### src/rtl/hazard_forward_unit_pkg.sv
// Shared constants for the hazard/forwarding unit: bypass select codes,
// multi-cycle FSM encodings and the countdown width helper.
package haz_pkg;

  localparam logic [1:0] FWD_NONE = 2'b00;
  localparam logic [1:0] FWD_WB   = 2'b01;
  localparam logic [1:0] FWD_MEM  = 2'b10;

  typedef enum logic [1:0] {
    IDLE    = 2'd0,
    RUN     = 2'd1,
    WAIT_WB = 2'd2
  } mc_state_e;

  function automatic int cnt_w(input int lat);
    return $clog2(lat + 1);
  endfunction

endpackage

### src/rtl/hazard_forward_unit_if.sv
// Pipeline-side bundle of the hazard/forwarding unit. With HAZ_WB_BYPASS_EN
// defined it also carries the ID-stage register-file read-through flags.
interface hazard_forward_unit_if #(
  parameter int REG_AW  = 5,
  parameter int NUM_SRC = 2
);
  logic [NUM_SRC*REG_AW-1:0] id_src;
  logic [NUM_SRC-1:0]        id_src_used;
  logic [REG_AW-1:0]         id_dst;
  logic                      id_regwrite;
  logic                      id_mc_issue;
  logic [NUM_SRC*REG_AW-1:0] ex_src;
  logic [REG_AW-1:0]         ex_dst;
  logic                      ex_regwrite;
  logic                      ex_memread;
  logic [REG_AW-1:0]         mem_dst;
  logic                      mem_regwrite;
  logic [REG_AW-1:0]         wb_dst;
  logic                      wb_regwrite;
  logic                      mc_wb_ack;
  logic [2*NUM_SRC-1:0]      fwd_sel;
  logic                      stall;
  logic                      ex_flush;
  logic                      mc_busy;
  logic                      mc_wb_req;
  logic [REG_AW-1:0]         mc_dst;
`ifdef HAZ_WB_BYPASS_EN
  logic [NUM_SRC-1:0]        id_fwd_wb;
`endif

  modport master (
    output id_src, id_src_used, id_dst, id_regwrite, id_mc_issue,
    output ex_src, ex_dst, ex_regwrite, ex_memread,
    output mem_dst, mem_regwrite, wb_dst, wb_regwrite, mc_wb_ack,
    input  fwd_sel, stall, ex_flush, mc_busy, mc_wb_req, mc_dst
`ifdef HAZ_WB_BYPASS_EN
    , input id_fwd_wb
`endif
  );

  modport slave (
    input  id_src, id_src_used, id_dst, id_regwrite, id_mc_issue,
    input  ex_src, ex_dst, ex_regwrite, ex_memread,
    input  mem_dst, mem_regwrite, wb_dst, wb_regwrite, mc_wb_ack,
    output fwd_sel, stall, ex_flush, mc_busy, mc_wb_req, mc_dst
`ifdef HAZ_WB_BYPASS_EN
    , output id_fwd_wb
`endif
  );

endinterface

### src/rtl/hazard_forward_unit_fwd_select.sv
// One EX-operand bypass select: the younger EX/MEM result always beats MEM/WB.
module fwd_select
  import haz_pkg::*;
#(
  parameter int REG_AW = 5
) (
  input  logic [REG_AW-1:0] i_src,
  input  logic [REG_AW-1:0] i_mem_dst,
  input  logic              i_mem_regwrite,
  input  logic [REG_AW-1:0] i_wb_dst,
  input  logic              i_wb_regwrite,
  output logic [1:0]        o_sel
);

  logic w_mem_hit;
  logic w_wb_hit;

  assign w_mem_hit = i_mem_regwrite && (i_mem_dst != '0) && (i_mem_dst == i_src);
  assign w_wb_hit  = i_wb_regwrite  && (i_wb_dst  != '0) && (i_wb_dst  == i_src);

  always_comb begin
    o_sel = FWD_NONE;
    if (w_mem_hit)     o_sel = FWD_MEM;
    else if (w_wb_hit) o_sel = FWD_WB;
  end

endmodule

### src/rtl/hazard_forward_unit.sv
// Operand forwarding, ID hazard detection and the single in-flight multi-cycle
// op handshake. Optional macro HAZ_WB_BYPASS_EN adds WB read-through flags.
module hazard_forward_unit
  import haz_pkg::*;
#(
  parameter int REG_AW  = 5,
  parameter int NUM_SRC = 2,
  parameter int MC_LAT  = 4
) (
  input  logic                  clk,
  input  logic                  rst_n,
  hazard_forward_unit_if.slave  bus
);

  localparam int CNT_W = cnt_w(MC_LAT);

  if (MC_LAT < 2) begin : g_lat_chk
    $error("hazard_forward_unit: MC_LAT must be at least 2");
  end

  mc_state_e            r_state;
  mc_state_e            w_state_nxt;
  logic [CNT_W-1:0]     r_cnt;
  logic [REG_AW-1:0]    r_mc_dst;
  logic [2*NUM_SRC-1:0] w_fwd_sel;
  logic                 w_load_use;
  logic                 w_mc_raw;
  logic                 w_mc_waw;
  logic                 w_mc_active;
  logic                 w_raw_mask;
  logic                 w_stall;
  logic                 w_issue_ok;
  logic                 w_busy;
  logic                 w_wb_req;

  for (genvar g = 0; g < NUM_SRC; g++) begin : g_fwd
    fwd_select #(.REG_AW(REG_AW)) u_fwd (
      .i_src          (bus.ex_src[g*REG_AW +: REG_AW]),
      .i_mem_dst      (bus.mem_dst),
      .i_mem_regwrite (bus.mem_regwrite),
      .i_wb_dst       (bus.wb_dst),
      .i_wb_regwrite  (bus.wb_regwrite),
      .o_sel          (w_fwd_sel[2*g +: 2])
    );
  end

  assign bus.fwd_sel = w_fwd_sel;

  // Source-side comparisons against the loading EX op and the in-flight mc op
  always_comb begin
    w_load_use = 1'b0;
    w_mc_raw   = 1'b0;
    for (int i = 0; i < NUM_SRC; i++) begin
      if (bus.id_src_used[i]) begin
        if (bus.ex_memread && bus.ex_regwrite && (bus.ex_dst != '0) &&
            (bus.id_src[i*REG_AW +: REG_AW] == bus.ex_dst))
          w_load_use = 1'b1;
        if ((r_mc_dst != '0) && (bus.id_src[i*REG_AW +: REG_AW] == r_mc_dst))
          w_mc_raw = 1'b1;
      end
    end
  end

  assign w_mc_active = (r_state != IDLE);
  assign w_mc_waw    = bus.id_regwrite && (r_mc_dst != '0) && (bus.id_dst == r_mc_dst);

`ifdef HAZ_WB_BYPASS_EN
  // Register file reads through the WB port, so the ack cycle needs no RAW stall
  assign w_raw_mask = (r_state == WAIT_WB) && bus.mc_wb_ack;

  always_comb begin
    bus.id_fwd_wb = '0;
    for (int i = 0; i < NUM_SRC; i++)
      bus.id_fwd_wb[i] = bus.wb_regwrite && (bus.wb_dst != '0) &&
                         (bus.wb_dst == bus.id_src[i*REG_AW +: REG_AW]);
  end
`else
  assign w_raw_mask = 1'b0;
`endif

  assign w_stall = w_load_use |
                   (w_mc_active & ((w_mc_raw & ~w_raw_mask) | w_mc_waw | bus.id_mc_issue));
  assign w_issue_ok = (r_state == IDLE) && bus.id_mc_issue && !w_stall;

  assign bus.stall    = w_stall;
  assign bus.ex_flush = w_stall;

  // FSM state register
  always_ff @(posedge clk or negedge rst_n) begin
    if (!rst_n) r_state <= IDLE;
    else        r_state <= w_state_nxt;
  end

  // FSM next-state
  always_comb begin
    w_state_nxt = r_state;
    case (r_state)
      IDLE:    if (w_issue_ok)              w_state_nxt = RUN;
      RUN:     if (r_cnt == CNT_W'(1))      w_state_nxt = WAIT_WB;
      WAIT_WB: if (bus.mc_wb_ack)           w_state_nxt = IDLE;
      default:                              w_state_nxt = IDLE;
    endcase
  end

  // FSM output decode
  always_comb begin
    w_busy   = (r_state != IDLE);
    w_wb_req = (r_state == WAIT_WB);
  end

  assign bus.mc_busy   = w_busy;
  assign bus.mc_wb_req = w_wb_req;
  assign bus.mc_dst    = r_mc_dst;

  // mc_dst only changes on a new issue, so it stays valid past the ack cycle
  always_ff @(posedge clk or negedge rst_n) begin
    if (!rst_n) begin
      r_cnt    <= '0;
      r_mc_dst <= '0;
    end else if (w_issue_ok) begin
      r_cnt    <= CNT_W'(MC_LAT - 1);
      r_mc_dst <= bus.id_dst;
    end else if (r_state == RUN) begin
      r_cnt    <= r_cnt - CNT_W'(1);
    end
  end

endmodule

### src/flat_wrapper.sv
// flat-port wrapper written by rule: the top's interface ports become plain ports
module hazard_forward_unit_flat import haz_pkg::*;
#(
  parameter int REG_AW  = 5,
  parameter int NUM_SRC = 2,
  parameter int MC_LAT  = 4
)
  (clk, rst_n, bus_id_src, bus_id_src_used, bus_id_dst, bus_id_regwrite, bus_id_mc_issue, bus_ex_src, bus_ex_dst, bus_ex_regwrite, bus_ex_memread, bus_mem_dst, bus_mem_regwrite, bus_wb_dst, bus_wb_regwrite, bus_mc_wb_ack, bus_fwd_sel, bus_stall, bus_ex_flush, bus_mc_busy, bus_mc_wb_req, bus_mc_dst);
  hazard_forward_unit_if #(.REG_AW(REG_AW), .NUM_SRC(NUM_SRC)) bus_i ();
  input  logic clk;
  input  logic rst_n;
  input wire logic [$bits(bus_i.id_src)-1:0] bus_id_src;
  input wire logic [$bits(bus_i.id_src_used)-1:0] bus_id_src_used;
  input wire logic [$bits(bus_i.id_dst)-1:0] bus_id_dst;
  input wire logic [$bits(bus_i.id_regwrite)-1:0] bus_id_regwrite;
  input wire logic [$bits(bus_i.id_mc_issue)-1:0] bus_id_mc_issue;
  input wire logic [$bits(bus_i.ex_src)-1:0] bus_ex_src;
  input wire logic [$bits(bus_i.ex_dst)-1:0] bus_ex_dst;
  input wire logic [$bits(bus_i.ex_regwrite)-1:0] bus_ex_regwrite;
  input wire logic [$bits(bus_i.ex_memread)-1:0] bus_ex_memread;
  input wire logic [$bits(bus_i.mem_dst)-1:0] bus_mem_dst;
  input wire logic [$bits(bus_i.mem_regwrite)-1:0] bus_mem_regwrite;
  input wire logic [$bits(bus_i.wb_dst)-1:0] bus_wb_dst;
  input wire logic [$bits(bus_i.wb_regwrite)-1:0] bus_wb_regwrite;
  input wire logic [$bits(bus_i.mc_wb_ack)-1:0] bus_mc_wb_ack;
  output wire logic [$bits(bus_i.fwd_sel)-1:0] bus_fwd_sel;
  output wire logic [$bits(bus_i.stall)-1:0] bus_stall;
  output wire logic [$bits(bus_i.ex_flush)-1:0] bus_ex_flush;
  output wire logic [$bits(bus_i.mc_busy)-1:0] bus_mc_busy;
  output wire logic [$bits(bus_i.mc_wb_req)-1:0] bus_mc_wb_req;
  output wire logic [$bits(bus_i.mc_dst)-1:0] bus_mc_dst;
  assign bus_i.id_src = bus_id_src;
  assign bus_i.id_src_used = bus_id_src_used;
  assign bus_i.id_dst = bus_id_dst;
  assign bus_i.id_regwrite = bus_id_regwrite;
  assign bus_i.id_mc_issue = bus_id_mc_issue;
  assign bus_i.ex_src = bus_ex_src;
  assign bus_i.ex_dst = bus_ex_dst;
  assign bus_i.ex_regwrite = bus_ex_regwrite;
  assign bus_i.ex_memread = bus_ex_memread;
  assign bus_i.mem_dst = bus_mem_dst;
  assign bus_i.mem_regwrite = bus_mem_regwrite;
  assign bus_i.wb_dst = bus_wb_dst;
  assign bus_i.wb_regwrite = bus_wb_regwrite;
  assign bus_i.mc_wb_ack = bus_mc_wb_ack;
  assign bus_fwd_sel = bus_i.fwd_sel;
  assign bus_stall = bus_i.stall;
  assign bus_ex_flush = bus_i.ex_flush;
  assign bus_mc_busy = bus_i.mc_busy;
  assign bus_mc_wb_req = bus_i.mc_wb_req;
  assign bus_mc_dst = bus_i.mc_dst;
  hazard_forward_unit #(.REG_AW(REG_AW), .NUM_SRC(NUM_SRC), .MC_LAT(MC_LAT)) u_core (.clk(clk), .rst_n(rst_n), .bus(bus_i));
endmodule
### config.mk
export PLATFORM = sky130hd
export DESIGN_NAME = hazard_forward_unit_flat
export DESIGN_NICKNAME = d
export VERILOG_FILES = /design/src/rtl/hazard_forward_unit_pkg.sv /design/src/rtl/hazard_forward_unit_if.sv /design/src/rtl/hazard_forward_unit_fwd_select.sv /design/src/rtl/hazard_forward_unit.sv /design/src/flat_wrapper.sv
export SDC_FILE = /design/constraint.sdc
export NUM_CORES = 1
export LEC_CHECK = 0
export ABC_AREA = 1
export CAP_MARGIN = 20
export CORE_ASPECT_RATIO = 0.5
export CORE_MARGIN = 2
export CORE_UTILIZATION = 38
export CTS_CLUSTER_SIZE = 10
export DETAILED_ROUTE_END_ITERATION = 16
export PLACE_DENSITY_LB_ADDON = 0.1
export REMOVE_ABC_BUFFERS = 1
export SLEW_MARGIN = 15
export SYNTH_ARGS = -nofsm -noshare
export SYNTH_HDL_FRONTEND = slang
export SYNTH_SLANG_ARGS = --single-unit
### constraint.sdc
create_clock -name clk -period 2 [get_ports clk]
set_input_delay 0.5 -clock clk [delete_from_list [all_inputs] [get_ports clk]]
set_output_delay 0.5 -clock clk [all_outputs]
set_load 0.005 [all_outputs]
; After elaboration in Yosys (flattened, before gate mapping)
; Cells that the tools add are included.
; Widths: inputs -> output; s select.
[word_totals]
ram_bits = 0
mem_bits_ro = 0
out_inout_bits = 13
latchBits = 0
n_memories = 0
ff_bits = 10
[op_classes]
magnitude_cmp = 0
shifts = 0
multipliers = 0
reduce_logical = 25
addsub = 1
bitwise_logic = 4
n_mux = 18
n_div = 0
eq_ne = 15
[ops]
columns = operator, n
row1 = $eq 5x5->1, 9
row2 = $reduce_bool 5->1, 4
row3 = $logic_and 1x1->1, 16
row4 = $mux 1, 10
row5 = $mux 2, 5
row6 = $mux 3, 2
row7 = $pmux 2 s3, 1
row8 = $ne 2x1->1 const B, 2
row9 = $reduce_bool 2->1, 2
row10 = $eq 3x1->1 const B, 1
row11 = $or 1x1->1, 3
row12 = $reduce_and 3->1, 1
row13 = $sub 3x1->3 const B, 1
row14 = $eq 2x1->1 const B, 1
row15 = $eq 2x2->1 const B, 1
row16 = $logic_not 2->1, 1
row17 = $ne 2x2->1 const B, 1
row18 = $and 1x1->1, 1
row19 = $logic_not 1->1, 1

; Logic depth before layout (Yosys ltp)
[depth]
word_depth = 14
ltp_mapped = 11
ltp_nobuf = 10

; By module
; A second synthesis with hierarchy kept.
[hier_totals]
cells_unflattened = 276
hier_area_um2 = 1405.1
[by_module_without_submodules]
columns = mod, n_inst, cells_per_inst, seq_area_each_um2, area_per_inst_um2
row1 = hazard_forward_unit, 1, 174, 250.2, 962.2
row2 = fwd_select, 2, 51, 0.0, 221.5

; Worst setup path after synthesis
; No wires, ideal clock.
[synth_path]
kind = input to output
start = in bus_id_src[6]
end = out bus_stall
cell_stages = 8
arrival_time_ps = 1208
slack_ps = 292
n_path_buf = 1
cell_sequence = inv_1 nor2_1 nor3_2 nand3_1 nand2_2 nand2_4 nand2_1 buf_4
[synth_via]
elab_chain_len = 8
[synth_rtl]
columns = element, line_no
row1 = start: declaration, flat_wrapper.sv:12  ; input wire logic [$bits(bus_i.id_src)-1:0] bus_id_src;
row2 = $eq 5x5->1, hazard_forward_unit.sv:58  ; if ((r_mc_dst != '0) && (bus.id_src[i*REG_AW +: REG_AW] == r_mc_dst))
row3 = $logic_and 1x1->1, hazard_forward_unit.sv:58
row4 = $mux 1, hazard_forward_unit.sv:58
row5 = $mux 1, hazard_forward_unit.sv:54  ; if (bus.id_src_used[i]) begin
row6 = $or 1x1->1 (2 in series), hazard_forward_unit.sv:82  ; (w_mc_active & ((w_mc_raw & ~w_raw_mask) | w_mc_waw | bus.id_mc_issue));
row7 = $and 1x1->1, hazard_forward_unit.sv:82
row8 = $or 1x1->1 *, hazard_forward_unit.sv:81  ; assign w_stall = w_load_use |
row9 = end: declaration, flat_wrapper.sv:27  ; output wire logic [$bits(bus_i.stall)-1:0] bus_stall;
; Every way passes the cells marked *; elsewhere a longest branch is shown, timed or not.

; Worst setup path in the final report
[layout_path]
start = in bus_id_src[5]
end = out bus_ex_flush
[layout_via]
elab_chain_len = 8
[layout_rtl]
columns = element, line_no
row1 = $eq 5x5->1, hazard_forward_unit.sv:58
row2 = $logic_and 1x1->1, hazard_forward_unit.sv:58
row3 = $mux 1, hazard_forward_unit.sv:58
row4 = $mux 1, hazard_forward_unit.sv:54
row5 = $or 1x1->1 (2 in series), hazard_forward_unit.sv:82
row6 = $and 1x1->1, hazard_forward_unit.sv:82
row7 = $or 1x1->1 *, hazard_forward_unit.sv:81
row8 = end: declaration, flat_wrapper.sv:28  ; output wire logic [$bits(bus_i.ex_flush)-1:0] bus_ex_flush;
; Marked as above.

==> flow_summary.yaml <==
sta:
  slew_headroom: 0.699
  period_share: 0.996
  finalCriticalPeriod_ps: 1990
  fmax_mhz: 502
  slew_violations: 0
  tns_ps: 0
  whs_ps: 506
  tightest_slew_ps: 450
  rsz0062_at_grt: "yes"
  setup_violations: 0
  skew_ps: 2.86
  hold_violations: 0
layout:
  drive_gt1_frac: 0.281
  syn2layout_area_growth_pct: 67.1
  layout.cells.non_filler: 343
  area.sequential_um2: 254
  finalCoreUtilization: 0.682
  n_fill_cell: 285
  final_nets: 357
  antennaDiodeCount: 0
  multiInputGateArea_um2: 913
  final_cell_mix: "73 x nand2_1, 26 x nor2_1, 25 x inv_1"
  layout_commonest_cell: "nand2_1"
synthesis:
  synth.area.top_cells: "nand2_1 22%, dfrtp_1 20%, inv_1 9.9%"
  netlist_instances: 216
  synth.distinct_cells: 22
  ys_ff_latch: 10
  synth_warnings: 0
  synth_top_cell_area_share: 0.225
  netlist_area_um2: 1250
  avgSynthCellArea_um2: 5.79
  ys_seq_area_frac: 0.200
  synth_top_cell_by_area: "nand2_1"
drt:
  vias: 1603
  met2_length_um: 1890
  viasPerCell: 4.67
  wl_met3_um: 281
  firstDrtPassIters: 4
  postRouteAntennaNets: 0
  wl_met1_um: 1650
  routed_wl_um: 3840
  topRoutingLayerUsed: "met4"
  drtIter0Drc: 63
  wl_per_cell_um: 11.2
  drc: 0
clock_tree:
  cts_tree: "built"
  htree_num_levels: 1
  clock_sinks: 10
  hold_buffers: 0
  numCtsBuffers: 3
  clk_pin_slew_ps: 50
  cts-root-buf: "clkbuf_8"
  clock_path_buffers: 2
  clk_latency_ps: 230
global_routing:
  grt_max_degree: 11
  grt_pass1_wl_um: 6400
  grt_usage: 0.210
  grt_pass1_vias: 1530
  antenna_found_initial: 0
  overflow: 0
critical_path:
  crit_slowest_cell: "clkdlybuf4s15_1"
  cp_max_fo: 3
  ff2ff_setup_slack_ps: 830
  startpoint_type: "input port"
  endpoint_kind: "output pin"
  crit_path_max_incr_delay_ps: 230
  worst-endpoint-required_ps: 1500
  cp_cell_sequence: "clkdlybuf4s15_1, inv_1, nand2_2, nand2_1, nor2_1, nand3_1, nand3_1, nand2_1, nand2_1, nand2_1, nand2_1, buf_2"
  cp.arrival_ps: 1490
  worstSetupPathType: "in2out"
  path_common_cell: "nand2_1"
placement:
  hpwl_um: 3140
  gp_congestion: 0.878
  port_buffers: 63
  place_inst: 337
power:
  pwr_density_cell_nw_per_um2: 836
  p_leak_nw: 1.17
  peakVddDrop_v: 0.000972
outcome:
  outcome: "finished clean"
floorplanning:
  initial_core_util: 0.408
  die_x_um: 85.2
  fp-row-count: 14
  die-height_um: 44.6
  ioPinCount: 64
  core_area_um2: 3070
  die-area_um2: 3800
flow_run:
  maxCapViolCount: 0
hold_path:
  hp-class: "reg2reg"
## power by group
| part | switching (mW) | total (mW) | internal, mW |
|---|---|---|---|
| registers | 0.103 | 0.410 | 0.307 |
| clock network | 0.0765 | 0.249 | 0.173 |
| logic | 0.518 | 1.09 | 0.571 |
## cells in the mapped netlist
cell type / n
buf_4: 3
nand2_1: 75
o22ai_1: 1
nor3_2: 2
nand2_2: 1
o21ai_0: 6
xor2_1: 12
or2_2: 1
inv_2: 1
nand3_1: 18
ha_1: 2
dfrtp_1: 10
xnor2_1: 10
nor2_1: 28
a21oi_1: 1
nand4_1: 2
nand2_4: 2
inv_1: 33
nor3_1: 4
a22oi_1: 1
a21boi_1: 1
nor4_1: 2
## path summary, 6_finish.rpt
| kind | start | endpoint | cells past startpoint |
|---|---|---|---|
| worst max-delay path | bus_id_src[5] | bus_ex_flush | 12 |
| worst max register to register | u_core.r_state[1] | u_core.r_cnt[1] | 4 |
| worst min-delay path | u_core.r_cnt[1] | u_core.r_cnt[1] | 2 |
| min in group asynchronous | rst_n | u_core.r_state[0] | 1 |
| max in group asynchronous | rst_n | u_core.bus.mc_dst[4] | 1 |
| worst min register to register | u_core.r_cnt[1] | u_core.r_cnt[1] | 2 |
## routing by layer
metal | GRT usage | vias up
li1 | - | 841
met1 | 0.249 | 707
met2 | 0.414 | 51
met3 | 0.0261 | 4
met4 | 0.0508 | 0
met5 | 0 | -
## registers in the layout (all words and copies together), names as in the netlist
signal,cells
u_core.bus.mc_dst,5
u_core.r_state,2
u_core.r_cnt,3
## critical path: cells and delay by family
family / cells / cell delay (ps)
simple gates: 9 / 550
buf+inv: 3 / 420
## stage by stage
step	total power, mW	setup slack [ps]	area (um^2)
floorplan	0.908	380	1230
global placement	1.45	-663	2070
detailed placement	1.47	-716	2070
CTS	1.76	-2.85	2100
global route	1.93	-126	2090
finish	1.75	7.85	2090
## cells by family after synthesis
family	share of synthesized area
and+or+nand+nor	0.461
buffers and inverters	0.120
xor gates and xnor gates	0.154
AOI/OAI and AO/OA	0.0450
DFF	0.200
adders and majority gates	0.0200
## repair_timing
item / CTS / global route
setup buffers: 2 / 0
endpoints found under the setup margin: 6 / 6
pin swaps: 26 / 18
resized for setup: 134 / 21
gates cloned: 0 / 0
## cell type report
| class | instances | share of cell area |
|---|---|---|
| Inverter | 34 | 0.0610 |
| Tap cell | 40 | 0.0239 |
| Multi-Input combinational cell | 169 | 0.437 |
| Timing Repair Buffer | 86 | 0.330 |
| Sequential cell | 10 | 0.121 |
| Clock buffer | 4 | 0.0263 |
No activity file was read; power rests on OpenSTA's default activity.
